[src/rtl/seq_divider.sv]
// ---------------------------------------------------------------------------
// seq_divider : iterative restoring divider, one quotient bit per clock.
//
// A start accepted in IDLE latches the operands and runs WIDTH iterations
// (RUN), then spends one cycle in FIN, where the result registers are
// loaded and done is raised.  done is a one-cycle pulse that is visible in
// the first IDLE cycle after FIN, and q/r/div_by_zero hold their values
// until the next operation reaches FIN.  A zero divisor skips RUN and goes
// straight to FIN.
//
// Optional feature macro: DIVIDER_SIGNED_EN
//   When defined, signed_op=1 runs a two's-complement division that
//   truncates toward zero.  The operands are converted to magnitudes when
//   they are accepted, and the signs are applied again in FIN.  When the
//   macro is not defined, signed_op is ignored and every operation is
//   unsigned.
// ---------------------------------------------------------------------------
module seq_divider #(
   parameter int WIDTH = 32,
   parameter int CNT_W = $clog2(WIDTH + 1)
) (
   input  logic             clock,
   input  logic             reset_n,
   input  logic             start,
   input  logic             signed_op,
   input  logic [WIDTH-1:0] a,
   input  logic [WIDTH-1:0] b,
   output logic             busy,
   output logic             done,
   output logic [WIDTH-1:0] q,
   output logic [WIDTH-1:0] r,
   output logic             div_by_zero
);

   typedef enum logic [1:0] {
      ST_IDLE = 2'd0,
      ST_RUN  = 2'd1,
      ST_FIN  = 2'd2
   } state_t;

   state_t           state_q;

   // Working registers of the iteration.  The dividend is shifted left one
   // bit per step, so its MSB is always the next dividend bit to bring down.
   logic [WIDTH-1:0] a_q;
   logic [WIDTH-1:0] b_q;
   logic [WIDTH-1:0] rem_q;
   logic [WIDTH-1:0] quo_q;
   logic [CNT_W-1:0] cnt_q;
   logic             dbz_q;

   // Registered outputs
   logic             busy_q;
   logic             done_q;
   logic [WIDTH-1:0] q_q;
   logic [WIDTH-1:0] r_q;
   logic             dbz_out_q;

   // Operand values loaded at start, and the step/result combinational terms
   logic [WIDTH-1:0] a_load_s;
   logic [WIDTH-1:0] b_load_s;
   logic [WIDTH:0]   rprime_s;
   logic [WIDTH-1:0] diff_s;
   logic             qbit_s;
   logic [WIDTH-1:0] rem_d;
   logic [WIDTH-1:0] quo_d;
   logic [WIDTH-1:0] fin_q_s;
   logic [WIDTH-1:0] fin_r_s;
   logic             b_zero_s;

   assign b_zero_s = (b == {WIDTH{1'b0}});

`ifdef DIVIDER_SIGNED_EN
   // Sign of the quotient and of the remainder, captured at start
   logic neg_q_q;
   logic neg_r_q;
   logic neg_q_load_s;
   logic neg_r_load_s;

   function automatic logic [WIDTH-1:0] negate(input logic [WIDTH-1:0] v);
      return ~v + {{(WIDTH-1){1'b0}}, 1'b1};
   endfunction

   // Convert signed operands to magnitudes and record the sign rules of the result
   always_comb begin
      a_load_s     = a;
      b_load_s     = b;
      neg_q_load_s = 1'b0;
      neg_r_load_s = 1'b0;
      if (signed_op) begin
         if (a[WIDTH-1]) begin
            a_load_s = negate(a);
         end else begin
            a_load_s = a;
         end
         if (b[WIDTH-1]) begin
            b_load_s = negate(b);
         end else begin
            b_load_s = b;
         end
         neg_q_load_s = a[WIDTH-1] ^ b[WIDTH-1];
         neg_r_load_s = a[WIDTH-1];
      end else begin
         neg_q_load_s = 1'b0;
         neg_r_load_s = 1'b0;
      end
   end

   // Final result: all ones with r = a on a zero divisor, otherwise the magnitudes with the signs applied
   always_comb begin
      fin_q_s = quo_q;
      fin_r_s = rem_q;
      if (dbz_q) begin
         fin_q_s = {WIDTH{1'b1}};
         if (neg_r_q) begin
            fin_r_s = negate(a_q);
         end else begin
            fin_r_s = a_q;
         end
      end else begin
         if (neg_q_q) begin
            fin_q_s = negate(quo_q);
         end else begin
            fin_q_s = quo_q;
         end
         if (neg_r_q) begin
            fin_r_s = negate(rem_q);
         end else begin
            fin_r_s = rem_q;
         end
      end
   end
`else
   // signed_op has no effect in this build
   logic unused_signed_op_s;
   assign unused_signed_op_s = signed_op;

   assign a_load_s = a;
   assign b_load_s = b;

   // Final result: all ones with r = a on a zero divisor, otherwise the quotient and remainder as computed
   always_comb begin
      fin_q_s = quo_q;
      fin_r_s = rem_q;
      if (dbz_q) begin
         fin_q_s = {WIDTH{1'b1}};
         fin_r_s = a_q;
      end else begin
         fin_q_s = quo_q;
         fin_r_s = rem_q;
      end
   end
`endif

   // One restoring step.  r' = 2R + next dividend bit, held in WIDTH+1 bits.
   // R < B, so r' < 2B.  After a successful subtract, r' - B < B, so the
   // low WIDTH bits of the difference are exact.
   always_comb begin
      rprime_s = {rem_q, a_q[WIDTH-1]};
      diff_s   = rprime_s[WIDTH-1:0] - b_q;
      if (rprime_s >= {1'b0, b_q}) begin
         qbit_s = 1'b1;
         rem_d  = diff_s;
      end else begin
         qbit_s = 1'b0;
         rem_d  = rprime_s[WIDTH-1:0];
      end
      quo_d = {quo_q[WIDTH-2:0], qbit_s};
   end

   // Control FSM with datapath and registered outputs
   always_ff @(posedge clock or negedge reset_n) begin
      if (!reset_n) begin
         state_q   <= ST_IDLE;
         a_q       <= {WIDTH{1'b0}};
         b_q       <= {WIDTH{1'b0}};
         rem_q     <= {WIDTH{1'b0}};
         quo_q     <= {WIDTH{1'b0}};
         cnt_q     <= {CNT_W{1'b0}};
         dbz_q     <= 1'b0;
         busy_q    <= 1'b0;
         done_q    <= 1'b0;
         q_q       <= {WIDTH{1'b0}};
         r_q       <= {WIDTH{1'b0}};
         dbz_out_q <= 1'b0;
`ifdef DIVIDER_SIGNED_EN
         neg_q_q   <= 1'b0;
         neg_r_q   <= 1'b0;
`endif
      end else begin
         case (state_q)
            ST_IDLE: begin
               done_q <= 1'b0;
               if (start) begin
                  a_q    <= a_load_s;
                  b_q    <= b_load_s;
                  rem_q  <= {WIDTH{1'b0}};
                  quo_q  <= {WIDTH{1'b0}};
                  cnt_q  <= CNT_W'(WIDTH - 1);
                  dbz_q  <= b_zero_s;
                  busy_q <= 1'b1;
`ifdef DIVIDER_SIGNED_EN
                  neg_q_q <= neg_q_load_s;
                  neg_r_q <= neg_r_load_s;
`endif
                  if (b_zero_s) begin
                     state_q <= ST_FIN;
                  end else begin
                     state_q <= ST_RUN;
                  end
               end else begin
                  busy_q  <= 1'b0;
                  state_q <= ST_IDLE;
               end
            end
            ST_RUN: begin
               done_q <= 1'b0;
               busy_q <= 1'b1;
               rem_q  <= rem_d;
               quo_q  <= quo_d;
               a_q    <= {a_q[WIDTH-2:0], 1'b0};
               cnt_q  <= cnt_q - {{(CNT_W-1){1'b0}}, 1'b1};
               if (cnt_q == {CNT_W{1'b0}}) begin
                  state_q <= ST_FIN;
               end else begin
                  state_q <= ST_RUN;
               end
            end
            ST_FIN: begin
               q_q       <= fin_q_s;
               r_q       <= fin_r_s;
               dbz_out_q <= dbz_q;
               done_q    <= 1'b1;
               busy_q    <= 1'b0;
               state_q   <= ST_IDLE;
            end
            default: begin
               done_q  <= 1'b0;
               busy_q  <= 1'b0;
               state_q <= ST_IDLE;
            end
         endcase
      end
   end

   assign busy        = busy_q;
   assign done        = done_q;
   assign q           = q_q;
   assign r           = r_q;
   assign div_by_zero = dbz_out_q;

endmodule

[config.mk]
export PLATFORM = sky130hd
export DESIGN_NAME = seq_divider
export DESIGN_NICKNAME = d
export VERILOG_FILES = /design/src/rtl/seq_divider.sv
export SDC_FILE = /design/constraint.sdc
export NUM_CORES = 1
export LEC_CHECK = 0
export ABC_AREA = 1
export BUFFER_PORTS_ARGS = -buffer_cell sky130_fd_sc_hd__buf_2
export CORE_AREA = 3 3 170 172
export CTS_BUF_LIST = sky130_fd_sc_hd__clkbuf_8 sky130_fd_sc_hd__clkbuf_16
export DETAILED_ROUTE_END_ITERATION = 16
export DIE_AREA = 0 0 173 175
export PLACE_DENSITY = 0.59
export SYNTH_ARGS = -nofsm -noshare
export SYNTH_HDL_FRONTEND = slang
export SYNTH_SLANG_ARGS = --single-unit
[constraint.sdc]
create_clock -name clock -period 4.8 [get_ports clock]
set_input_delay 0 -clock clock [delete_from_list [all_inputs] [get_ports clock]]
set_output_delay 0 -clock clock [all_outputs]
set_load 0.005 [all_outputs]
## Word level (Yosys, flattened, before mapping)

Index checks and enable logic that the tools add are counted.

- Flip-flop bits (word level): 204
- Output and inout port bits: 67
- Logic and storage cells: 42
- Input port bits: 68

- Order comparisons: 1
- Equal/unequal tests: 3
- Reduce and logical (&&, ||, !) cells: 6
- Muxes and demuxes: 18
- Add/sub/neg operators: 2

Operator list:

| operator | number |
|---|---|
| $pmux 32 s2 | 3 |
| $mux 32 | 5 |
| $ge 33x32->1 | 1 |
| $logic_not 32->1 | 1 |
| $sub 32x32->32 | 1 |
| $pmux 6 s2 | 1 |
| $logic_not 6->1 | 1 |
| $mux 2 | 3 |
| $mux 6 | 1 |
| $sub 6x1->6 const B | 1 |
| $pmux 2 s2 | 1 |
| $reduce_and 2->1 | 2 |
| $mux 1 | 3 |
| $eq 2x1->1 const B | 1 |
| $eq 2x2->1 const B | 1 |
| $logic_not 2->1 | 1 |
| $ne 2x2->1 const B | 1 |
| $pmux 1 s2 | 1 |
| $reduce_bool 2->1 | 1 |

## Longest topological paths before layout

- Depth in word-level cells: 4
- Mapped depth: 16
- Mapped depth without buffers: 16

## Least setup slack after synthesis

No wires, ideal clock.

- Kind: register to register
- From: reg a_q[31]
- To: reg rem_q[28]
- Required time: 4684 ps
- Buffers on the path: 0
- Slack: 2841 ps
- Data arrival time: 1843 ps
- Period minus slack after synthesis: 1959 ps
- Setup time: 116 ps
- Cell stages (with the launch flop): 16
- Cells stage by stage: dfrtp_1 > inv_1 > ha_1 > fa_1 > inv_1 > nand3_1 > nand3_1 > nand2_1 > nand2_1 > nand2_1 > nand2_1 > nand2_1 > nand3_1 > nand3_1 > nand2_1 > nand2_1

- Cells in the longest elaborated chain, start to end: 3
- Elaborated cells on any way between the ends: 4
- Classes of those cells: add/sub (1); order compare (1); mux (2)

RTL lines:

| item | line | RTL |
|---|---|---|
| start: declaration | 45 | `logic [WIDTH-1:0] a_q;` |
| start signal: assignment | 175 | `a_q <= {WIDTH{1'b0}};` |
| start signal: assignment | 195 | `a_q <= a_load_s;` |
| start signal: assignment | 221 | `a_q <= {a_q[WIDTH-2:0], 1'b0};` |
| $sub 32x32->32 or $ge 33x32->1 (tied branches) | 160, 161 |  |
| $mux 32 * | 161 | `if (rprime_s >= {1'b0, b_q}) begin` |
| $pmux 32 s2 * | 191 | `case (state_q)` |
| end signal: assignment | 177 | `rem_q <= {WIDTH{1'b0}};` |
| end signal: assignment | 197 | `rem_q <= {WIDTH{1'b0}};` |
| end signal: assignment | 219 | `rem_q <= rem_d;` |
| end: declaration | 47 | `logic [WIDTH-1:0] rem_q;` |

Mark *: on every way between the ends. The rest lies on a longest branch, timed or not.
A chain may end at the register's enable or synchronous reset.

## Final worst setup path

- From: reg rem_q[23]
- To: reg rem_q[29]

- Cells in the longest elaborated chain, start to end: 3
- Elaborated cells on any way between the ends: 4
- Classes of those cells: add/sub (1); order compare (1); mux (2)

RTL lines:

| item | line |
|---|---|
| $sub 32x32->32 or $ge 33x32->1 (tied branches) | 160, 161 |
| $mux 32 * | 161 |
| $pmux 32 s2 * | 191 |

Marks and branches as above.

==> impl_metrics.csv <==
group,metric,value,unit
synthesis,yosysTopAreaCell,"dfrtp_1",
floorplan,die_width,173,um
floorplan,coreArea,27630,sq um
worst_setup_path,critical_path_class,"reg -> reg",
clocking,insertion_delay,0.52,ns
global_route,grtUsageTotal,20.85,%
pwr,p_seq_share,28.2,%
final_layout,n_antenna_cell,0,
worst_setup_path,cp-start-kind,"flip-flop",
floorplan,io_pins,135,
pwr,switchingPower,4600,uW
worst_setup_path,crit_required,5.20,ns
drt,vias,9880,
final_layout,drive_above_1_share,12.30,%
placement,place_area,12030,sq um
drt,drc,0,
synthesis,async_flop_share,100.0,%
sta,fin_crit_sh,64.73,%
sta,clock_skew,0.01455,ns
global_route,grt_overflow,0,
clocking,ctsRootBufferMaster,"clkbuf_16",
sta,worstMarginPinSlew,1.218,ns
pwr,p_per_area,755.1,nW/um^2
synthesis,synth.distinct_cells,36,
clocking,cts_resized,0,
drt,postRouteAntennaNets,0,
synthesis,avgSynthCellArea,7.438,sq um
pwr,p_leak,0.007157,uW
drt,wl,31180,um
synthesis,syn_inst,1481,
floorplan,fp-row-count,61,
run_status,status,"finished clean",
final_layout,postLayoutCoreUtil,49.01,%
sta,final.setup.tns,0,ns
global_route,first_global_vias,9893,
drt,post_drt_wl_per_cell,15.19,um
worst_setup_path,crit_cells,13,
sta,slew_violations,0,
final_layout,final_net_count,1759,
worst_setup_path,cp_cell_sequence,"ha_1 > nand2_1 > inv_1 > a21oi_2 > nand2_1 > nand2_1 > nand3_2 > nor2_4 > nand2_4 > nand2_2 > nand2_1 > nand2_1 > nand2_1",
worst_setup_path,crit_top_cell,"nand2_1",
sta,finalSetupViolations,0,
pwr,p_sw_share,44.98,%
drt,first_pass_iters,5,
clocking,cts_setup_buffers,0,
final_layout,design_area,13540,sq um
worst_setup_path,critPathSlowestCell,"nor2_4",
worst_setup_path,end_kind,"flip-flop",
pwr,p_clk_share,18.8,%
synthesis,synth_warnings,0,
hold_path,whs_path_depth,5,
worst_setup_path,crit_arrival,3.50,ns
sta,rsz0062_at_grt,"no",
synthesis,synth_commonest_cells,"nand2_1, inv_1, dfrtp_1",
synthesis,synth_edf_count,0,
sta,slew-limit-headroom,18.73,%
global_route,antenna_found_initial,0,
drt,initialDrtViolationCount,607,
floorplan,die_area,30280,sq um
clocking,cts.sinks,204,
synthesis,ys_top_cells_by_area,"dfrtp_1, nand2_1, inv_1",
placement,io_buffers,133,
synthesis,syn_area,11020,sq um
hold_path,min_path_type,"in -> reg",
final_layout,syn_to_final_growth,22.93,%
pwr,power_frac_comb,53.0,%
clocking,clkTransAtPathRegs,0.06,ns
worst_setup_path,crit_family,"simple AND/OR/NAND/NOR gates",
synthesis,ys_ff_latch,204,
worst_setup_path,crit_buf_inv,1,
clocking,cts-buffers-inserted,24,
worst_setup_path,slowest_delay,0.53,ns
clocking,clock_path_buffers,3,
drt,via_per_inst,4.812,
synthesis,synth_seq_area_share,46.34,%
placement,place_hpwl,22260,um
placement,gp_congestion,0.9129,
floorplan,die_y,175,um
synthesis,synthMostInstantiatedCell,"nand2_1",
synthesis,synth_nets,1583,
sta,fmax,321.9,MHz
clocking,cts_tree,"done",
pwr,p_int,5626,uW
pwr,ir_drop,408.6,uV
clocking,htreeDepth,1,
worst_setup_path,cp_max_fo,33,
sta,hold_viol,0,
global_route,grt_pass1_wl,52030,um
worst_setup_path,worst-r2r-cell-count,13,
synthesis,synth_top_area_share,46.34,%
flow_run,drv_cap,0,
sta,fin_crit,3.107,ns
floorplan,start_util,39.87,%
global_route,grt_max_degree,128,
synthesis,ys.flop_type,"dfrtp_1",
-- layer usage --
metal	GRT usage, %	vias up	routed length, um
li1	-	5037	-
met1	29.17	4591	15020
met2	34.71	206	14260
met3	2.216	46	1078
met4	5.541	0	811
met5	0	-	0
-- worst paths after layout --
check | from | endpoint | slack (ns)
setup / recovery | rem_q[23]$_DFFE_PN0P_ | rem_q[29]$_DFFE_PN0P_ | 1.69
hold / removal | start | a_q[0]$_DFFE_PN0P_ | 0.04
setup reg to reg | rem_q[23]$_DFFE_PN0P_ | rem_q[29]$_DFFE_PN0P_ | 1.69
hold reg to reg | r[21]$_DFFE_PN0P_ | r[21]$_DFFE_PN0P_ | 0.48
max in group asynchronous | reset_n | rem_q[28]$_DFFE_PN0P_ | 3.63
min in group asynchronous | reset_n | quo_q[25]$_DFFE_PN0P_ | 0.08
-- cell type report --
| type | instances | area (sq um) |
|---|---|---|
| clock inverters | 12 | 136.4 |
| well taps | 378 | 473.0 |
| inverters | 210 | 788.3 |
| clock buffers | 32 | 721.9 |
| fillers | 2793 | 14090 |
| flip-flops and latches | 204 | 5105 |
| multi-input cells | 1010 | 4912 |
| repair buffers | 207 | 1405 |
-- worst min-delay path, cell delays in order --
cell and delay, ns:
buf_2 0.10, nand2_1 0.09, nor2_4 0.16, nand2_1 0.12, nand2_1 0.05
-- cells by family (layout without fill, tap and decap cells) --
logic type               Yosys count  in the layout  synth area share, %
flip-flops                       204            204                46.34
AND/OR/NAND/NOR                  745            745                28.37
AO/OA/AOI/OAI                    217            217                10.88
buffers and inverters            267            461                9.359
XOR/XNOR                          14             14                1.113
adder cells (fa/ha/maj)           34             34                3.930
-- cell usage in the layout, fill, tap and decap left out, types with 2 or more instances in the layout --
cell type	instances
o21a_1	2
nor2_1	113
o21ai_0	108
clkbuf_16	25
nor2_2	5
dlygate4sd3_1	65
xnor2_1	13
nand2_4	2
dfrtp_1	204
nand3_2	5
a22oi_1	10
nor2_4	5
ha_1	33
nor4_1	10
nand3_1	67
bufinv_16	3
or2_2	2
a21oi_1	48
and2_1	4
nand4_1	13
o211ai_1	14
nor3_1	3
buf_4	8
inv_1	214
nand2_1	487
nand3b_1	23
o22ai_1	33
clkbuf_8	8
nand2_2	4
clkinvlp_4	2
buf_2	132
-- power groups by stage --
stage	clock network, uW	logic [uW]	registers (uW)
after floorplan	0	4090	2760
after global placement	0	5310	2900
after detailed placement	0	5380	2910
after CTS	1960	5460	2890
after global routing	2040	6300	2960
final	1920	5420	2880
-- stage by stage --
| stage | total power (uW) | setup WS (ns) | hold slack, ns | std cells |
|---|---|---|---|---|
| floorplan | 6849 | 2.841 | -0.2956 | 1481 |
| global placement | 8208 | 1.774 | 0.07594 | 1944 |
| detailed placement | 8291 | 1.729 | 0.07139 | 1944 |
| CTS | 10310 | 1.723 | 0.02614 | 2053 |
| global route | 11300 | 1.425 | 0.07520 | 2053 |
| finish | 10230 | 1.693 | 0.04151 | 2053 |
-- state kept, by name (all words and copies together) (netlist names), 2 cells and up --
signal / cells
r: 32
cnt_q: 6
rem_q: 32
a_q: 32
quo_q: 32
state_q: 2
q: 32
b_q: 32
-- what timing repair did --
item	4_1_cts	5_1_grt
endpoints found under the hold margin	143	0
hold buffers	65	0
endpoints found under the setup margin	0	0
Note: power is estimated with default switching activity, not from simulation.
